File: src/rtl/sm_table_writer.sv
// Walks every {a, b} address and writes the sign-magnitude sum a+b, one beat
// per accepted valid/ready handshake, while keeping a 16-bit running checksum.
module sm_table_writer #(
  parameter int unsigned DATA_WIDTH = 8,
  parameter int unsigned ADDR_WIDTH = 2 * DATA_WIDTH
) (
  input  logic                  clk,
  input  logic                  rst_n,
  input  logic                  start,
  input  logic                  abort,
  output logic                  wr_valid,
  input  logic                  wr_ready,
  output logic [ADDR_WIDTH-1:0] wr_addr,
  output logic [DATA_WIDTH:0]   wr_data,
  output logic                  busy,
  output logic                  done,
  output logic [15:0]           checksum
);

  localparam int unsigned MAG_W = DATA_WIDTH - 1;
  localparam int unsigned SUM_W = 16;

  typedef enum logic [1:0] {
    S_IDLE  = 2'd0,
    S_WRITE = 2'd1,
    S_DONE  = 2'd2
  } state_t;

  state_t                r_state;
  state_t                w_state_nxt;
  logic                  r_busy;
  logic                  r_done;
  logic [ADDR_WIDTH-1:0] r_addr;
  logic [DATA_WIDTH:0]   r_data;
  logic [SUM_W-1:0]      r_sum;
  logic [ADDR_WIDTH-1:0] w_addr_nxt;
  logic [SUM_W-1:0]      w_sum_nxt;
  logic [DATA_WIDTH:0]   w_data_nxt;

  // Sign-magnitude a+b for the operands packed in addr; zero always comes out as +0.
  function automatic logic [DATA_WIDTH:0] sm_add(input logic [ADDR_WIDTH-1:0] addr);
    logic                  sa;
    logic                  sb;
    logic                  sign;
    logic [MAG_W-1:0]      ma;
    logic [MAG_W-1:0]      mb;
    logic [DATA_WIDTH-1:0] mag;
    sa = addr[ADDR_WIDTH-1];
    sb = addr[DATA_WIDTH-1];
    ma = addr[DATA_WIDTH +: MAG_W];
    mb = addr[0 +: MAG_W];
    if (sa == sb) begin
      mag  = DATA_WIDTH'(ma) + DATA_WIDTH'(mb);
      sign = sa;
    end else if (ma >= mb) begin
      mag  = DATA_WIDTH'(ma - mb);
      sign = sa;
    end else begin
      mag  = DATA_WIDTH'(mb - ma);
      sign = sb;
    end
    if (mag == '0) begin
      sign = 1'b0;
    end
    return {sign, mag};
  endfunction

  // Next-state, next-address and next-checksum logic.
  always_comb begin
    w_state_nxt = r_state;
    w_addr_nxt  = r_addr;
    w_sum_nxt   = r_sum;
    case (r_state)
      S_IDLE, S_DONE: begin
        if (start) begin
          w_state_nxt = S_WRITE;
          w_addr_nxt  = '0;
          w_sum_nxt   = '0;
        end
      end
      S_WRITE: begin
        // abort wins over a beat that would otherwise be accepted this cycle
        if (abort) begin
          w_state_nxt = S_IDLE;
        end else if (wr_ready) begin
          w_addr_nxt = r_addr + ADDR_WIDTH'(1);
          w_sum_nxt  = r_sum + SUM_W'(r_data);
          if (&r_addr) begin
            w_state_nxt = S_DONE;
          end
        end
      end
      default: begin
        w_state_nxt = S_IDLE;
      end
    endcase
  end

  always_comb begin
    w_data_nxt = sm_add(w_addr_nxt);
  end

  always_ff @(posedge clk or negedge rst_n) begin
    if (!rst_n) begin
      r_state <= S_IDLE;
    end else begin
      r_state <= w_state_nxt;
    end
  end

  // Output registers track the next state so flags line up with r_state.
  always_ff @(posedge clk or negedge rst_n) begin
    if (!rst_n) begin
      r_busy <= 1'b0;
      r_done <= 1'b0;
      r_addr <= '0;
      r_data <= '0;
      r_sum  <= '0;
    end else begin
      r_busy <= (w_state_nxt == S_WRITE);
      r_done <= (w_state_nxt == S_DONE);
      r_addr <= w_addr_nxt;
      r_data <= w_data_nxt;
      r_sum  <= w_sum_nxt;
    end
  end

  assign wr_valid = r_busy;
  assign busy     = r_busy;
  assign done     = r_done;
  assign wr_addr  = r_addr;
  assign wr_data  = r_data;
  assign checksum = r_sum;

endmodule

File: config.mk
export PLATFORM = sky130hd
export DESIGN_NAME = sm_table_writer
export DESIGN_NICKNAME = d
export VERILOG_FILES = /design/src/rtl/sm_table_writer.sv
export SDC_FILE = /design/constraint.sdc
export NUM_CORES = 1
export LEC_CHECK = 0
export CAP_MARGIN = 30
export CORE_ASPECT_RATIO = 0.75
export CORE_UTILIZATION = 40
export CTS_CLUSTER_DIAMETER = 30
export DETAILED_ROUTE_END_ITERATION = 10
export PLACE_DENSITY = 0.63
export SETUP_SLACK_MARGIN = 0.02
export SLEW_MARGIN = 5
export SYNTH_ARGS = -nofsm -noshare
export SYNTH_HDL_FRONTEND = slang
export SYNTH_SLANG_ARGS = --single-unit
File: constraint.sdc
create_clock -name clk -period 4.6 [get_ports clk]
set_input_delay 0.69 -clock clk [delete_from_list [all_inputs] [get_ports clk]]
set_output_delay 0.69 -clock clk [all_outputs]
set_load 0.02 [all_outputs]
-- Word level (Yosys, flattened, before mapping)
Index checks and enable logic that the tools add are counted.
- add/subtract/negate cells: 5
- order comparisons: 1
- equal/unequal tests: 8
- mux-type cells: 18
- reductions and logical operators: 6
- operators by type and width (kind ; number):
    $mux 16 ; 6
    $pmux 16 s2 ; 2
    $add 16x1->16 const B ; 1
    $add 16x9->16 ; 1
    $mux 8 ; 2
    $reduce_and 16->1 ; 1
    $sub 7x7->8 ; 2
    $add 7x7->8 ; 1
    $logic_not 8->1 ; 1
    $mux 2 ; 4
    $ge 7x7->1 ; 1
    $ne 2x2->1 const B ; 3
    $eq 2x1->1 const B ; 2
    $eq 2x2->1 const B ; 2
    $pmux 2 s2 ; 1
    $reduce_and 4->1 ; 1
    $mux 1 ; 3
    $logic_not 2->1 ; 1
    $reduce_bool 2->1 ; 1
    $reduce_or 2->1 ; 1
    $eq 1x1->1 ; 1
- register bits after elaboration: 45
- input port bits: 5
- output and inout port bits: 44
- logic and storage cells: 44

-- Logic depth before layout (Yosys ltp)
- depth in word-level cells: 9
- depth in mapped cells: 19
- mapped depth without buffers: 17

-- Worst setup path before layout
OpenSTA, ideal clock, no wires.
- path type: input to register
- from: input abort
- to: register r_data[8] (netlist: wr_data[8])
- setup time: 0.133 ns
- data arrival time: 4.308 ns
- data required time: 4.467 ns
- path slack: 0.159 ns
- stages on the path: 19
- buffers on the path: 3
- path through: nand4bb_1 > buf_2 > buf_1 > nor3_1 > and3_1 > mux2i_1 > inv_1 > ha_1 > fa_1 > nand2b_1 > o221ai_1 > o221ai_1 > a21oi_2 > buf_6 > mux2i_1 > mux2i_1 > nand4_1 > a2111oi_2 > a31oi_1
- cells in the longest elaborated chain, start to end: 7
- elaborated cells between the ends (all ways): 13
- classes of those cells: 3 x add/sub; 1 x order compare; 1 x eq/ne; 7 x mux; 1 x reduce/logical
- ends and longest elaborated chain (element ; line ; RTL):
    from (decl) ; 10 ; input logic abort,
    $mux 16 (*) ; 83 ; if (abort) begin
    $pmux 16 s2 (*) ; 73 ; case (r_state)
    named net w_addr_nxt[8] ; 36 ; logic [ADDR_WIDTH-1:0] w_addr_nxt;
    $sub 7x7->8 (tied with other cells) ; 59 ; mag = DATA_WIDTH'(mb - ma);
    $mux 8 ; 55 ; end else if (ma >= mb) begin
    $mux 8 ; 52 ; if (sa == sb) begin
    $logic_not 8->1 ; 62 ; if (mag == '0) begin
    $mux 1 (*) ; 62 ;
    named net w_data_nxt[8] ; 38 ; logic [DATA_WIDTH:0] w_data_nxt;
    to (signal assigned) ; 123 ; r_data <= w_data_nxt;
    to (decl) ; 34 ; logic [DATA_WIDTH:0] r_data;
Mark *: on every way through the listed nets, which the timed path passes. The rest lies on a longest branch.
A chain may end at the register's enable or synchronous reset.

-- Worst setup path in the final report
- from: input abort
- to: register r_data[8] (netlist: wr_data[8])
- cells in the longest elaborated chain, start to end: 7
- elaborated cells between the ends (all ways): 13
- classes of those cells: 3 x add/sub; 1 x order compare; 1 x eq/ne; 7 x mux; 1 x reduce/logical
- ends and longest elaborated chain (element ; line):
    $mux 16 (*) ; 83
    $pmux 16 s2 (*) ; 73
    named net w_addr_nxt[9] ; 36
    $sub 7x7->8 (tied with other cells) ; 59
    $mux 8 ; 55
    $mux 8 (*) ; 52
    named net w_data_nxt[6] ; 38
    $logic_not 8->1 (*) ; 62
    $mux 1 (*) ; 62
    named net w_data_nxt[8] ; 38
Marks and branches as above.

==> flow_summary.toml <==
[setup_path]
critPathCaptureType = "flip-flop"
crit_arrival_ns = 4.54
startpoint = "abort"
crit_required_ns = 4.77
critPathKind = "input port to flip-flop"
timing.rr.start = "wr_addr[3]"
cp-start-kind = "input port"
r2r_slack_ns = 0.60
path_max_fanout = 10

[detailed_routing]
vias = 3062
via_per_inst = 5.507
ant_nets = 0
drtIter0Drc = 175
wl_per_cell_um = 16.35
drt-total-wl_um = 9091
drc = 2
dr.pass1.iters = 7

[die]
io_pins = 49
die_w_um = 106.2
dieArea_mm2 = 0.008508
core_area_mm2 = 0.007883
start_util = 0.4130
rows = 28
die_h_um = 80.13

[final_layout]
fin_nets = 487
drive_above_1_share = 0.1663
final_util = 0.5463
n_antenna_cell = 0
stdcell_area_mm2 = 0.004307
syn2layout_area_growth_pct = 32.28

[synth]
synth-edff-count = 0
synth_top_cell_area_share = 0.3459
yosysTopAreaCell = "dfrtp_1"
ys_ff_latch = 45
syn_inst = 364
ys.flop_type = "dfrtp_1"
syn_area_mm2 = 0.003256
synth_fp_nets = 401
synth.avg_cell_area_um2 = 8.944
synth_async_sr_flop_share = 1.000
yosysWarnings = 0
ys_top_cells_by_area = "dfrtp_1 (35%), ha_1 (12%), inv_1 (4.0%)"
synth_cell_type_count = 58
ys_seq_area_frac = 0.3459

[placed_design]
placed_area_mm2 = 0.004129
port_buffers = 48
routabilityCongestion = 0.8910
dp_slack_ns = -0.04352
dp_hpwl_um = 7287

[cts]
cts_tree = "built"
cts-buffers-inserted = 5
cts_root_buf = "clkbuf_8"
path_clk_slew_ns = 0.08
insertion_delay_ns = 0.30
cts.sinks = 45
htreeDepth = 2
max-clock-path-buffers = 2

[min_path]
hp-class = "input port to async pin"

[timing]
clock_skew_ns = 0.009088
slew_viol_final = 0
setup_viol = 0
fin_tns_setup_ns = 0
fin_crit_ns = 4.373
tightest_slew_ns = 0.6143
layout_setup_ws_ns = 0.2269
rsz0062_at_grt = "no"
max_freq_mhz = 228.7
fin_crit_sh = 0.9507
relSlewSlack = 0.5877
timing.hold.ws_ns = 0.2871
final-hold-violation-count = 0

[grt]
grt_max_degree = 34
grt_pass1_vias = 2916
overflow = 0
grt_use_total = 0.2215
antenna_found_initial = 0
grt_pass1_wl_um = 14730

[status]
violations = "design-rule violations"
status = "complete, but fails checks"

[power_and_ir_drop]
power.density_mw_per_mm2 = 228.5
ir_drop_uv = 131.4
p_leak_nw = 2.032

[job]
max-cap-violations = 0
-- metrics by stage --
stage | std cells | total power, mW
4_1_cts | 556 | 0.9843
3_3_place_gp | 547 | 0.6258
6_report | 556 | 0.9841
3_5_place_dp | 548 | 0.6317
5_1_grt | 556 | 1.029
2_1_floorplan | 364 | 0.5459
-- placed cells by master (no fill, tap or decap), types with 6 or more instances in the layout --
cell	synthesis	routed
o21ai_0	19	18
buf_4	1	41
inv_1	35	35
nand3_1	17	17
dfrtp_1	45	45
mux2i_1	11	11
ha_1	30	30
and3_1	7	7
nor3_1	7	6
nor2_1	21	20
xnor2_1	12	12
a21oi_1	17	17
nand4_1	9	9
clkdlybuf4s50_1	0	47
a31oi_1	9	9
nand2_1	35	35
-- path summary, 6_finish.rpt --
kind | depth (start not counted) | endpoint
hold / removal | 1 | wr_addr[10]
setup / recovery | 16 | wr_data[8]
hold reg to reg | 2 | checksum[8]
min in group clk | 2 | checksum[8]
max in group asynchronous | 2 | wr_data[4]
setup reg to reg | 17 | wr_data[8]
-- cell families after synthesis --
family          after synthesis  share of synthesized area
simple gates                124                     0.1975
flops                        45                     0.3459
fa+ha+maj                    32                     0.1276
buf+inv                      47                    0.06072
compound gates               89                     0.1887
mux                          13                    0.04189
xor+xnor                     14                    0.03766
-- layout make-up --
cell class | instances | area [um2]
Timing Repair Buffer | 90 | 803.3
Inverter | 36 | 136.4
Fill cell | 725 | 3576
Clock inverter | 3 | 65.06
Sequential cell | 45 | 1126
Tap cell | 105 | 131.4
Clock buffer | 5 | 68.82
Multi-Input combinational cell | 272 | 1976
-- sequential cells by signal (all words and copies together) (netlist names) --
name / cells
busy: 1
checksum: 16
done: 1
r_state: 2
wr_addr: 16
wr_data: 9
-- metal layers --
metal	routed length, um	up-vias	track usage
met5	0	-	0
met4	115	0	0.05278
met3	560	8	0.03247
met2	3822	100	0.3227
met1	4593	1468	0.3396
li1	-	1486	-
-- cells in the mapped netlist (3+ instances only) --
master    number
nand2_1       35
nand2b_1       4
o21ai_1        3
o211ai_1       4
nor4_1         4
nand3_1       17
and3_1         7
a41o_1         5
nand4_1        9
a31oi_1        9
nor3_1         7
xnor2_1       12
ha_1          30
dfrtp_1       45
clkbuf_1       5
o21ai_0       19
nor2_1        21
a211o_1        3
mux2i_1       11
or2_2          4
a21o_1         3
o41ai_1        3
nor2b_1        4
a21oi_1       17
inv_1         35
o21bai_1       5
o221ai_1       4
-- repair_timing --
| item | in CTS | in global routing |
|---|---|---|
| hold buffers | 0 | 0 |
| endpoints found under the setup margin | 0 | 1 |
| setup buffers | 0 | 0 |
| gates resized for setup | 0 | 7 |
-- critical path, stage by stage --
cell	delay, ns
clkdlybuf4s50_1	0.45
nand4bb_4	0.26
buf_4	0.19
nor4_1	0.28
nor3_1	0.10
or2_2	0.35
ha_1	0.22
or2_2	0.29
ha_1	0.21
or2_2	0.29
o221ai_1	0.30
a221oi_1	0.17
o32ai_2	0.13
xnor2_1	0.13
a2111oi_2	0.34
a31oi_1	0.13
-- power by group --
group / total, mW / switching, mW / internal (mW) / leakage [nW]
clock network: 0.352 / 0.136 / 0.216 / 0.0681
logic: 0.213 / 0.117 / 0.0957 / 1.34
registers: 0.419 / 0.0131 / 0.406 / 0.622
(Power assumes the default switching activity.)
